File: src/rtl/tdm_demux4_pkg.sv
// Shared constants and types for the four-lane TDM demultiplexer.
package tdm_pkg;

   localparam int LANES = 4;

   typedef logic [1:0] lane_idx_t;

   typedef enum logic {
      HUNT    = 1'b0,
      COLLECT = 1'b1
   } state_t;

   function automatic logic [LANES-1:0] lane_onehot(input lane_idx_t idx);
      lane_onehot      = '0;
      lane_onehot[idx] = 1'b1;
   endfunction

endpackage

File: src/rtl/tdm_demux4_if.sv
// Sample stream in, per-lane and per-frame results out, for tdm_demux4.
interface tdm_demux4_if
   import tdm_pkg::*;
#(
   parameter int WIDTH = 8
);

   // in_valid qualifies in_data and in_sof for one cycle; there is no
   // backpressure, so every beat with in_valid=1 is consumed on that edge.
   logic                         in_valid;
   logic [WIDTH-1:0]             in_data;
   logic                         in_sof;
   lane_idx_t                    sel;
   logic [LANES-1:0][WIDTH-1:0]  lane_data;
   logic [LANES-1:0]             lane_valid;
   logic [LANES-1:0][WIDTH-1:0]  frame_data;
   logic                         frame_valid;
   logic                         sof_err;

   modport master (
      output in_valid, in_data, in_sof,
      input  sel, lane_data, lane_valid, frame_data, frame_valid, sof_err
   );

   modport slave (
      input  in_valid, in_data, in_sof,
      output sel, lane_data, lane_valid, frame_data, frame_valid, sof_err
   );

endinterface

File: src/rtl/tdm_demux4.sv
// Demultiplexes a 4-lane TDM sample stream into per-lane registers and
// publishes a coherent snapshot each time a complete frame has been seen.
module tdm_demux4
   import tdm_pkg::*;
#(
   parameter int WIDTH = 8
) (
   input  logic            clk,
   input  logic            rst_n,
   tdm_demux4_if.slave     bus,
   output state_t          dbg_state
);

   state_t                       state_q, state_d;
   lane_idx_t                    sel_q, sel_d;
   logic                         frame_ok_q, frame_ok_d;
   logic [LANES-1:0]             lane_we;
   logic                         load_frame;
   logic                         sof_err_d;
   logic [LANES-1:0][WIDTH-1:0]  lane_q;
   logic [LANES-1:0][WIDTH-1:0]  frame_q;
   logic [LANES-1:0]             lane_valid_q;
   logic                         frame_valid_q;
   logic                         sof_err_q;

   always_comb begin
      state_d    = state_q;
      sel_d      = sel_q;
      frame_ok_d = frame_ok_q;
      lane_we    = '0;
      load_frame = 1'b0;
      sof_err_d  = 1'b0;
      case (state_q)
         HUNT: begin
            if (bus.in_valid && bus.in_sof) begin
               lane_we    = lane_onehot(2'd0);
               sel_d      = 2'd1;
               frame_ok_d = 1'b1;
               state_d    = COLLECT;
            end
         end
         COLLECT: begin
            if (bus.in_valid) begin
               if (bus.in_sof && (sel_q != 2'd0)) begin
                  // Resync: the partial frame is abandoned, this beat starts a new one.
                  sof_err_d  = 1'b1;
                  lane_we    = lane_onehot(2'd0);
                  sel_d      = 2'd1;
                  frame_ok_d = 1'b1;
               end else begin
                  lane_we = lane_onehot(sel_q);
                  sel_d   = sel_q + 2'd1;
                  if (sel_q == 2'd0) frame_ok_d = 1'b1;
                  if (sel_q == 2'd3) begin
                     load_frame = frame_ok_q;
                     frame_ok_d = 1'b0;
                  end
               end
            end
         end
         default: state_d = HUNT;
      endcase
   end

   always_ff @(posedge clk or negedge rst_n) begin
      if (!rst_n) begin
         state_q       <= HUNT;
         sel_q         <= '0;
         frame_ok_q    <= 1'b0;
         lane_q        <= '0;
         frame_q       <= '0;
         lane_valid_q  <= '0;
         frame_valid_q <= 1'b0;
         sof_err_q     <= 1'b0;
      end else begin
         state_q       <= state_d;
         sel_q         <= sel_d;
         frame_ok_q    <= frame_ok_d;
         lane_valid_q  <= lane_we;
         frame_valid_q <= load_frame;
         sof_err_q     <= sof_err_d;
         for (int k = 0; k < LANES; k++) begin
            if (lane_we[k]) lane_q[k] <= bus.in_data;
         end
         // Lane 3 arrives on this same edge, so take it straight from the input.
         if (load_frame) frame_q <= {bus.in_data, lane_q[2], lane_q[1], lane_q[0]};
      end
   end

   assign bus.sel         = sel_q;
   assign bus.lane_data   = lane_q;
   assign bus.lane_valid  = lane_valid_q;
   assign bus.frame_data  = frame_q;
   assign bus.frame_valid = frame_valid_q;
   assign bus.sof_err     = sof_err_q;
   assign dbg_state       = state_q;

endmodule

File: src/flat_wrapper.sv
// flat-port wrapper written by rule: the top's interface ports become plain ports
module tdm_demux4_flat import tdm_pkg::*;
#(
   parameter int WIDTH = 8
)
  (clk, rst_n, dbg_state, bus_in_valid, bus_in_data, bus_in_sof, bus_sel, bus_lane_data, bus_lane_valid, bus_frame_data, bus_frame_valid, bus_sof_err);
  tdm_demux4_if #(.WIDTH(WIDTH)) bus_i ();
  input  logic clk;
  input  logic rst_n;
  output state_t dbg_state;
  input wire logic [$bits(bus_i.in_valid)-1:0] bus_in_valid;
  input wire logic [$bits(bus_i.in_data)-1:0] bus_in_data;
  input wire logic [$bits(bus_i.in_sof)-1:0] bus_in_sof;
  output wire logic [$bits(bus_i.sel)-1:0] bus_sel;
  output wire logic [$bits(bus_i.lane_data)-1:0] bus_lane_data;
  output wire logic [$bits(bus_i.lane_valid)-1:0] bus_lane_valid;
  output wire logic [$bits(bus_i.frame_data)-1:0] bus_frame_data;
  output wire logic [$bits(bus_i.frame_valid)-1:0] bus_frame_valid;
  output wire logic [$bits(bus_i.sof_err)-1:0] bus_sof_err;
  assign bus_i.in_valid = bus_in_valid;
  assign bus_i.in_data = bus_in_data;
  assign bus_i.in_sof = bus_in_sof;
  assign bus_sel = bus_i.sel;
  assign bus_lane_data = bus_i.lane_data;
  assign bus_lane_valid = bus_i.lane_valid;
  assign bus_frame_data = bus_i.frame_data;
  assign bus_frame_valid = bus_i.frame_valid;
  assign bus_sof_err = bus_i.sof_err;
  tdm_demux4 #(.WIDTH(WIDTH)) u_core (.clk(clk), .rst_n(rst_n), .bus(bus_i), .dbg_state(dbg_state));
endmodule
File: config.mk
export PLATFORM = sky130hd
export DESIGN_NAME = tdm_demux4_flat
export DESIGN_NICKNAME = d
export VERILOG_FILES = /design/src/rtl/tdm_demux4_pkg.sv /design/src/rtl/tdm_demux4_if.sv /design/src/rtl/tdm_demux4.sv /design/src/flat_wrapper.sv
export SDC_FILE = /design/constraint.sdc
export NUM_CORES = 1
export LEC_CHECK = 0
export BUFFER_PORTS_ARGS = -buffer_cell sky130_fd_sc_hd__buf_2
export CAP_MARGIN = 20
export CELL_PAD_IN_SITES_DETAIL_PLACEMENT = 0
export CELL_PAD_IN_SITES_GLOBAL_PLACEMENT = 2
export CORE_ASPECT_RATIO = 0.8
export CORE_UTILIZATION = 38
export DETAILED_ROUTE_END_ITERATION = 8
export GPL_TIMING_DRIVEN = 1
export PLACE_DENSITY = 0.86
export SYNTH_ARGS = -nofsm -noshare
export SYNTH_HDL_FRONTEND = slang
export SYNTH_SLANG_ARGS = --single-unit
File: constraint.sdc
create_clock -name clk -period 5.01 [get_ports clk]
set_input_delay 0.501 -clock clk [delete_from_list [all_inputs] [get_ports clk]]
set_output_delay 0.501 -clock clk [all_outputs]
set_load 0.03 [all_outputs]
==> results.yml, run 1 <==
status:
  status: "finished clean"
flow_run:
  max_cap_viol_count: 0
floorplan:
  die_area_sq_um: 8220
  die_h_um: 81.3
  rows: 28
  start_util: 0.398
  ios: 85
  coreArea_sq_um: 7500
  dieWidth_um: 101
final_layout:
  layout_common_cells: "buf_2, dfrtp_1, mux2_2"
  area_growth_syn_to_layout_pct: 22.4
  fin_area_sq_um: 3660
  multi_input_area_sq_um: 1020
  finalNetCount: 278
  fillers: 701
  ff_latch_area_sq_um: 1850
  layout-drive-gt1-share: 0.635
  num_antenna_cells: 0
  final_common_cell: "buf_2"
grt:
  track_usage: 0.149
  grt.overflow.total: 0
  grt_max_degree: 75
  antenna_found_initial: 0
  grt_pass1_wl_um: 8700
  grt_pass1_vias: 1572
logic_synthesis:
  syn_nets: 189
  yosys_warnings: 0
  synth_top_area_frac: 0.620
  ys_async_sr_fraction: 1.00
  yosys_register_bits: 74
  synth_area_leaders: "dfrtp_1, mux2_4, mux2_2"
  synth_seq_area_share: 0.620
  synth_cell_type_count: 22
  synth_edf_count: 0
  syn_inst: 173
  yosys.area.top_type: "dfrtp_1"
  syn_area_sq_um: 2990
  synthFlopType: "dfrtp_1"
  synth.avg_cell_area_sq_um: 17.3
placed_design:
  port_buffers: 84
  place.gp.congestion: 0.746
  hpwl_um: 3810
  place_area_sq_um: 3450
route:
  via_per_inst: 4.53
  vias: 1681
  ant_nets: 0
  drt-pass1-iter-count: 4
  wl_per_cell_um: 15.1
  drt_iter0_drc: 26
  wirelength_um: 5610
  route.detailed.drc: 0
sta:
  fmax_mhz: 447
  fin_crit_ns: 2.24
  slew_viol_final: 0
  rsz0062_at_grt: "no"
  slew_headroom: 0.384
  hold_viol: 0
  fin_crit_sh: 0.447
  final.setup.tns_ns: 0
  skew_ns: 0.00555
  setup_viol: 0
  worst_slew_pin_slew_ns: 0.925
worst_setup_path:
  end_kind: "register"
  timing.rr.start: "u_core.bus.sel[0]"
  reg2regPathDepth: 5
  cp.required_ns: 5.23
  cp.arrival_ns: 2.46
  path_max_fanout: 33
  cp-startpoint: "u_core.bus.sel[0]"
  critPathLaunchType: "register"
  path_class: "reg2reg"
cts:
  htree_levels: 3
  cts.sinks: 74
  post_cts_buffers: 0
  cts.reportedPaths.clkPinSlew_ns: 0.07
  cts_buffer_depth: 2
  clock-root-buffer: "clkbuf_8"
  cts_buffers: 9
  holdBufCountCts: 0
  cts_tree: "yes"
  cts_resized: 0
  clk_latency_ns: 0.34
power:
  combPwrFrac: 0.441
  p_sw_mw: 1.09
  switching_share: 0.408
  pwr-share-clk: 0.181
  p_leak_nw: 1.82
  peakVddDrop_mv: 0.249
  power_frac_seq: 0.378
  p_int_mw: 1.58
  power.density_nw_per_um2: 729
worst_hold_path:
  hold_class: "in2async"
[power groups by stage]
| stage | registers, mW | logic, mW | clock network, mW |
|---|---|---|---|
| floorplan | 1.50 | 0.370 | 0 |
| global placement | 1.02 | 1.17 | 0 |
| detailed placement | 1.02 | 1.19 | 0 |
| CTS | 1.01 | 1.19 | 0.500 |
| global route | 1.04 | 1.25 | 0.524 |
| finish | 1.01 | 1.18 | 0.482 |
[registers in the layout, summed over array words and instances, names as in the netlist]
register and cells:
u_core.bus.sof_err 1, u_core.dbg_state 1, u_core.bus.frame_valid 1, u_core.bus.lane_data 32
u_core.bus.frame_data 32, u_core.bus.lane_valid 4, u_core.bus.sel 2, u_core.frame_ok_q 1
[cell type report]
class | count | area share
Clock inverter | 6 | 0.0226
Clock buffer | 9 | 0.0339
Tap cell | 105 | 0.0359
Inverter | 6 | 0.00616
Timing Repair Buffer | 84 | 0.116
Multi-Input combinational cell | 87 | 0.279
Sequential cell | 74 | 0.507
[logic make-up (layout without fill, tap and decap cells)]
family	after synthesis	in the layout	synth area share
simple gates	11	11	0.0272
buf+inv	12	105	0.0381
flops	74	74	0.620
mux	65	65	0.282
fa+ha+maj	4	4	0.0168
compound gates	7	7	0.0163
[final timing paths]
| path | endpoint | slack [ns] |
|---|---|---|
| setup / recovery | u_core.bus.frame_data[7] | 2.77 |
| hold / removal | u_core.bus.lane_data[24] | 0.29 |
| setup reg to reg | u_core.bus.frame_data[7] | 2.77 |
| hold reg to reg | u_core.bus.lane_data[28] | 0.50 |
| max in group asynchronous | u_core.bus.lane_valid[3] | 4.12 |
| min in group clk | u_core.dbg_state | 0.43 |
[critical path, stage by stage (launching register included)]
cell      delay [ns]
dfrtp_1         0.43
inv_1           0.10
ha_1            0.18
nand2b_1        0.29
and4_4          0.70
mux2_2          0.40
[synth_stat cells, types with 2 or more instances]
library cell,count
ha_1,4
nor2b_1,2
buf_12,3
o21a_1,2
inv_1,6
a21o_1,2
mux2_4,29
dfrtp_1,74
nand3_2,3
mux2_2,36
[per-stage QoR]
stage / instances / hold WS (ns) / utilization / worst slack [ns] / total power [mW]
3_3_place_gp: 356 / 0.482 / 0.460 / 2.84 / 2.19
4_1_cts: 371 / 0.314 / 0.488 / 2.74 / 2.70
3_5_place_dp: 356 / 0.489 / 0.460 / 2.75 / 2.21
2_1_floorplan: 173 / 0.205 / - / 2.98 / 1.87
6_report: 371 / 0.287 / 0.488 / 2.77 / 2.66
5_1_grt: 371 / 0.367 / 0.488 / 2.60 / 2.81
[metal layers]
metal | global-route usage | up-vias | share of wire
met4 | 0.0522 | 0 | 0.012
met3 | 0.0645 | 10 | 0.067
li1 | - | 790 | -
met1 | 0.203 | 820 | 0.50
met5 | 0 | - | 0
met2 | 0.212 | 61 | 0.42
(Power assumes the default switching activity.)
==> run 2, diff against run 1 <==
--- a/config.mk
+++ b/config.mk
@@ -10,10 +10,10 @@
 export CELL_PAD_IN_SITES_DETAIL_PLACEMENT = 0
 export CELL_PAD_IN_SITES_GLOBAL_PLACEMENT = 2
 export CORE_ASPECT_RATIO = 0.8
-export CORE_UTILIZATION = 38
+export CORE_UTILIZATION = 32
 export DETAILED_ROUTE_END_ITERATION = 8
 export GPL_TIMING_DRIVEN = 1
-export PLACE_DENSITY = 0.86
+export PLACE_DENSITY = 0.78
 export SYNTH_ARGS = -nofsm -noshare
 export SYNTH_HDL_FRONTEND = slang
 export SYNTH_SLANG_ARGS = --single-unit
==> constraint.sdc (replaced) <==
create_clock -name clk -period 1.9 [get_ports clk]
set_input_delay 0.19 -clock clk [delete_from_list [all_inputs] [get_ports clk]]
set_output_delay 0.19 -clock clk [all_outputs]
set_load 0.03 [all_outputs]
==> results.yml, run 2 (synthesized netlist as in run 1, its figures left out) <==
route:
  wl_per_cell_um: 15.5
  wl_met3_um: 502
  route.detailed.drc: 0
  drt_iter0_drc: 67
  vias: 1755
  top_layer_used: "met4"
  via_per_inst: 4.44
  wl_met2_um: 2610
  wirelength_um: 6100
  drt-pass1-iter-count: 6
  wl_met1_um: 2920
  ant_nets: 0
final_layout:
  fin_area_sq_um: 3940
  area_growth_syn_to_layout_pct: 32.0
  layout_common_cells: "buf_2, dfrtp_1, mux2_2"
  layout-drive-gt1-share: 0.657
  num_antenna_cells: 0
  finalNetCount: 291
  final_common_cell: "buf_2"
worst_setup_path:
  ff2ff_setup_slack_ns: 0.11
  path_class: "reg2reg"
  cp.required_ns: 2.11
  critPathMaxStageDelay_ns: 0.40
  path_max_fanout: 16
  crit_chain: "inv_1, ha_1, nand2b_1, and4_4, buf_12, mux2_4"
  cpMaxStageDelayCell: "dfrtp_2"
  end_kind: "register"
  critPathLaunchType: "register"
  cp.arrival_ns: 2.00
grt:
  grt.overflow.total: 0
  grt_pass1_vias: 1658
  grt_max_degree: 46
  track_usage: 0.135
  antenna_found_initial: 0
  grt_pass1_wl_um: 9350
power:
  peakVddDrop_mv: 1.01
  power_frac_seq: 0.350
  p_leak_nw: 1.94
  pwr-share-clk: 0.234
  p_int_mw: 4.69
  combPwrFrac: 0.416
  power.density_nw_per_um2: 1940
  p_sw_mw: 2.97
  total_power_mw: 7.66
  switching_share: 0.388
sta:
  slew_viol_final: 0
  finalWorstSetupSlack_ns: 0.110
  final.setup.tns_ns: 0
  setup_viol: 0
  fin_crit_ns: 1.79
  slew_headroom: 0.615
  hold_viol: 0
  rsz0062_at_grt: "no"
  fin_crit_sh: 0.942
  fmax_mhz: 559
  worst_slew_pin_slew_ns: 0.577
  skew_ns: 0.00442
  hold_ws_ns: 0.125
status:
  status: "finished clean"
floorplan:
  ios: 85
  start_util: 0.330
  dieWidth_um: 110
  die_area_sq_um: 9730
  die_h_um: 88.4
  coreArea_sq_um: 9040
  rows: 31
cts:
  post_cts_buffers: 0
  cts.sinks: 74
  cts_buffer_depth: 2
  htree_levels: 3
  cts_buffers: 9
  clock-root-buffer: "clkbuf_16"
  cts.reportedPaths.clkPinSlew_ns: 0.06
  cts_tree: "yes"
  clk_latency_ns: 0.33
placed_design:
  port_buffers: 84
  hpwl_um: 4460
  place_area_sq_um: 3600
  place.gp.congestion: 0.692
  preCtsSetupSlack_ns: 0.104
flow_run:
  max_cap_viol_count: 0
worst_hold_path:
  hold_class: "in2reg"
run 2: cell types whose count changed in the layout (fill, tap and decap cells not counted), sizes merged:
| cell | before | now |
|---|---|---|
| clkbuf | 9 | 11 |
| buf | 84 | 96 |
| dlygate4sd3 | 0 | 1 |
| clkinv | 3 | 2 |
run 2: worst max-delay path, delay by kind of cell, from the launching register on:
family / cells / cell delay, ns
flops: 1 / 0.40
fa+ha+maj: 1 / 0.18
simple gates: 2 / 0.51
mux: 1 / 0.31
buf+inv: 2 / 0.26
run 2: per-layer routing:
layer  GRT usage  vias up
met2       0.190       61
met5           0        -
met1       0.187      867
li1            -      817
met3      0.0589       10
met4      0.0436        0
run 2: stage by stage:
stage               instances  utilization
floorplan                 173            -
global placement          378        0.399
detailed placement        378        0.399
CTS                       395        0.435
global route              395        0.436
finish                    395        0.436
run 2: layout make-up:
| class | instances | area (sq um) |
|---|---|---|
| fill | 846 | 5090 |
| tap | 115 | 144 |
| timing repair buffer | 97 | 573 |
| clock buffer | 11 | 243 |
| inverter | 6 | 22.5 |
| multi-input combinational | 87 | 1030 |
| clock inverter | 5 | 77.6 |
| sequential | 74 | 1850 |
run 2: repair_timing:
action                     4_1_cts  5_1_grt
hold endpoints to repair        44        0
hold buffers                     1        0
gates resized for setup          0        1
setup endpoints to repair        0        1
run 2: worst paths after layout:
| path | start | cells after the start | endpoint |
|---|---|---|---|
| max | u_core.bus.sel[1] | 6 | u_core.bus.frame_data[9] |
| min | bus_in_valid | 2 | u_core.dbg_state |
| max reg2reg | u_core.bus.sel[1] | 6 | u_core.bus.frame_data[9] |
| min reg2reg | u_core.bus.lane_data[25] | 1 | u_core.bus.lane_data[25] |
| max in group asynchronous | rst_n | 3 | u_core.bus.lane_data[0] |
| min in group asynchronous | rst_n | 2 | u_core.bus.lane_data[24] |
run 2: power by group through the flow:
stage               combinational [mW]  sequential (mW)  clock, mW
floorplan                        0.975             3.95          0
global placement                  3.17             2.70          0
detailed placement                3.21             2.71          0
CTS                               3.22             2.69       1.85
global route                      3.40             2.77       1.92
finish                            3.19             2.68       1.79
==> run 3, diff against run 2 <==
==> constraint.sdc (replaced) <==
create_clock -name clk -period 1.9 [get_ports clk]
set_input_delay 0.19 -clock clk [delete_from_list [all_inputs] [get_ports clk]]
set_output_delay 0.19 -clock clk [all_outputs]
set_load 0.02 [all_outputs]
==> results.yml, run 3 (synthesized netlist as in run 1, its figures left out) <==
status:
  status: "finished clean"
worst_setup_path:
  path_buf_inv: 2
  critPathLaunchType: "register"
  cp.required_ns: 2.11
  path_max_fanout: 6
  crit_family: "simple AND/OR/NAND/NOR gates"
  cpMaxStageDelayCell: "dfrtp_2"
  end_kind: "register"
  cp.arrival_ns: 2.03
  critPathMaxStageDelay_ns: 0.40
  path_class: "reg2reg"
  crit_chain: "inv_1, ha_1, nand2b_2, and4_4, buf_4, mux2_2"
floorplan:
  dieWidth_um: 110
  start_util: 0.330
  rows: 31
  die_h_um: 88.4
  ios: 85
  coreArea_sq_um: 9040
  die_area_sq_um: 9730
route:
  drt-pass1-iter-count: 4
  wl_per_cell_um: 15.9
  drt_iter0_drc: 42
  ant_nets: 0
  via_per_inst: 4.48
  wirelength_um: 6250
  route.detailed.drc: 0
  vias: 1764
power:
  total_power_mw: 7.27
  p_leak_nw: 1.95
  power.density_nw_per_um2: 1840
  peakVddDrop_mv: 0.949
sta:
  hold_ws_ns: 0.131
  setup_viol: 0
  hold_viol: 0
  finalWorstSetupSlack_ns: 0.0780
  fmax_mhz: 549
  rsz0062_at_grt: "no"
  fin_crit_sh: 0.959
  slew_headroom: 0.711
  worst_slew_pin_slew_ns: 0.434
  fin_crit_ns: 1.82
  skew_ns: 0.00477
  slew_viol_final: 0
grt:
  track_usage: 0.135
  grt_pass1_wl_um: 9320
  grt_max_degree: 44
  grt.overflow.total: 0
  grt_pass1_vias: 1696
  antenna_found_initial: 0
final_layout:
  num_antenna_cells: 0
  fillers: 850
  layout-drive-gt1-share: 0.659
  ff_latch_area_sq_um: 1850
  area_growth_syn_to_layout_pct: 32.3
  fin_area_sq_um: 3950
  finalNetCount: 291
  final_common_cell: "buf_2"
  layout_common_cells: "buf_2, dfrtp_1, mux2_2"
  multi_input_area_sq_um: 1020
  fin_util: 0.437
cts:
  clk_latency_ns: 0.33
  clock-root-buffer: "clkbuf_16"
  cts_buffer_depth: 2
  cts_buffers: 9
  cts.sinks: 74
  post_cts_buffers: 0
  htree_levels: 3
  cts.reportedPaths.clkPinSlew_ns: 0.06
  cts_tree: "yes"
placed_design:
  preCtsSetupSlack_ns: -0.0122
  port_buffers: 84
  place.gp.congestion: 0.728
  place_area_sq_um: 3570
  hpwl_um: 4420
flow_run:
  max_cap_viol_count: 0
worst_hold_path:
  hold_class: "in2reg"
==> run 3: worst paths after layout <==
kind | from | to | slack [ns] | cells past startpoint
min in group asynchronous | rst_n | u_core.bus.frame_data[13] | 0.34 | 2
hold / removal | bus_in_valid | u_core.dbg_state | 0.13 | 2
hold reg to reg | u_core.bus.lane_data[29] | u_core.bus.lane_data[29] | 0.50 | 1
setup / recovery | u_core.bus.sel[0] | u_core.bus.frame_data[7] | 0.08 | 6
setup reg to reg | u_core.bus.sel[0] | u_core.bus.frame_data[7] | 0.08 | 6
max in group asynchronous | rst_n | u_core.bus.lane_data[31] | 0.99 | 3
==> run 3: stage by stage <==
step | instances | setup TNS [ns]
5_1_grt | 394 | 0
6_report | 394 | 0
2_1_floorplan | 173 | 0
4_1_cts | 393 | 0
3_3_place_gp | 377 | 0
3_5_place_dp | 377 | -0.0122
==> run 3: final cells by class <==
class / count / area share
Inverter: 6 / 0.00570
Clock inverter: 6 / 0.0291
Timing Repair Buffer: 97 / 0.143
Tap cell: 115 / 0.0364
Clock buffer: 9 / 0.0570
Sequential cell: 74 / 0.469
Multi-Input combinational cell: 87 / 0.259
==> run 3: timing repair <==
action	CTS	global route
setup endpoints to repair	3	1
endpoints found under the hold margin	31	0
gates cloned	0	1
pin swaps	0	0
hold buffers	1	0
gates resized for setup	1	0
==> run 3: power by group <==
part           switching, mW  internal, mW
sequential             0.427          2.25
combinational           1.42          1.25
clock                  0.647          1.28
==> run 3: layer usage <==
layer	global-route usage	part of all wire	wire, um
met4	0.0473	0.0043	27
met5	0	0	0
met1	0.183	0.48	3020
met2	0.194	0.43	2680
met3	0.0545	0.085	530
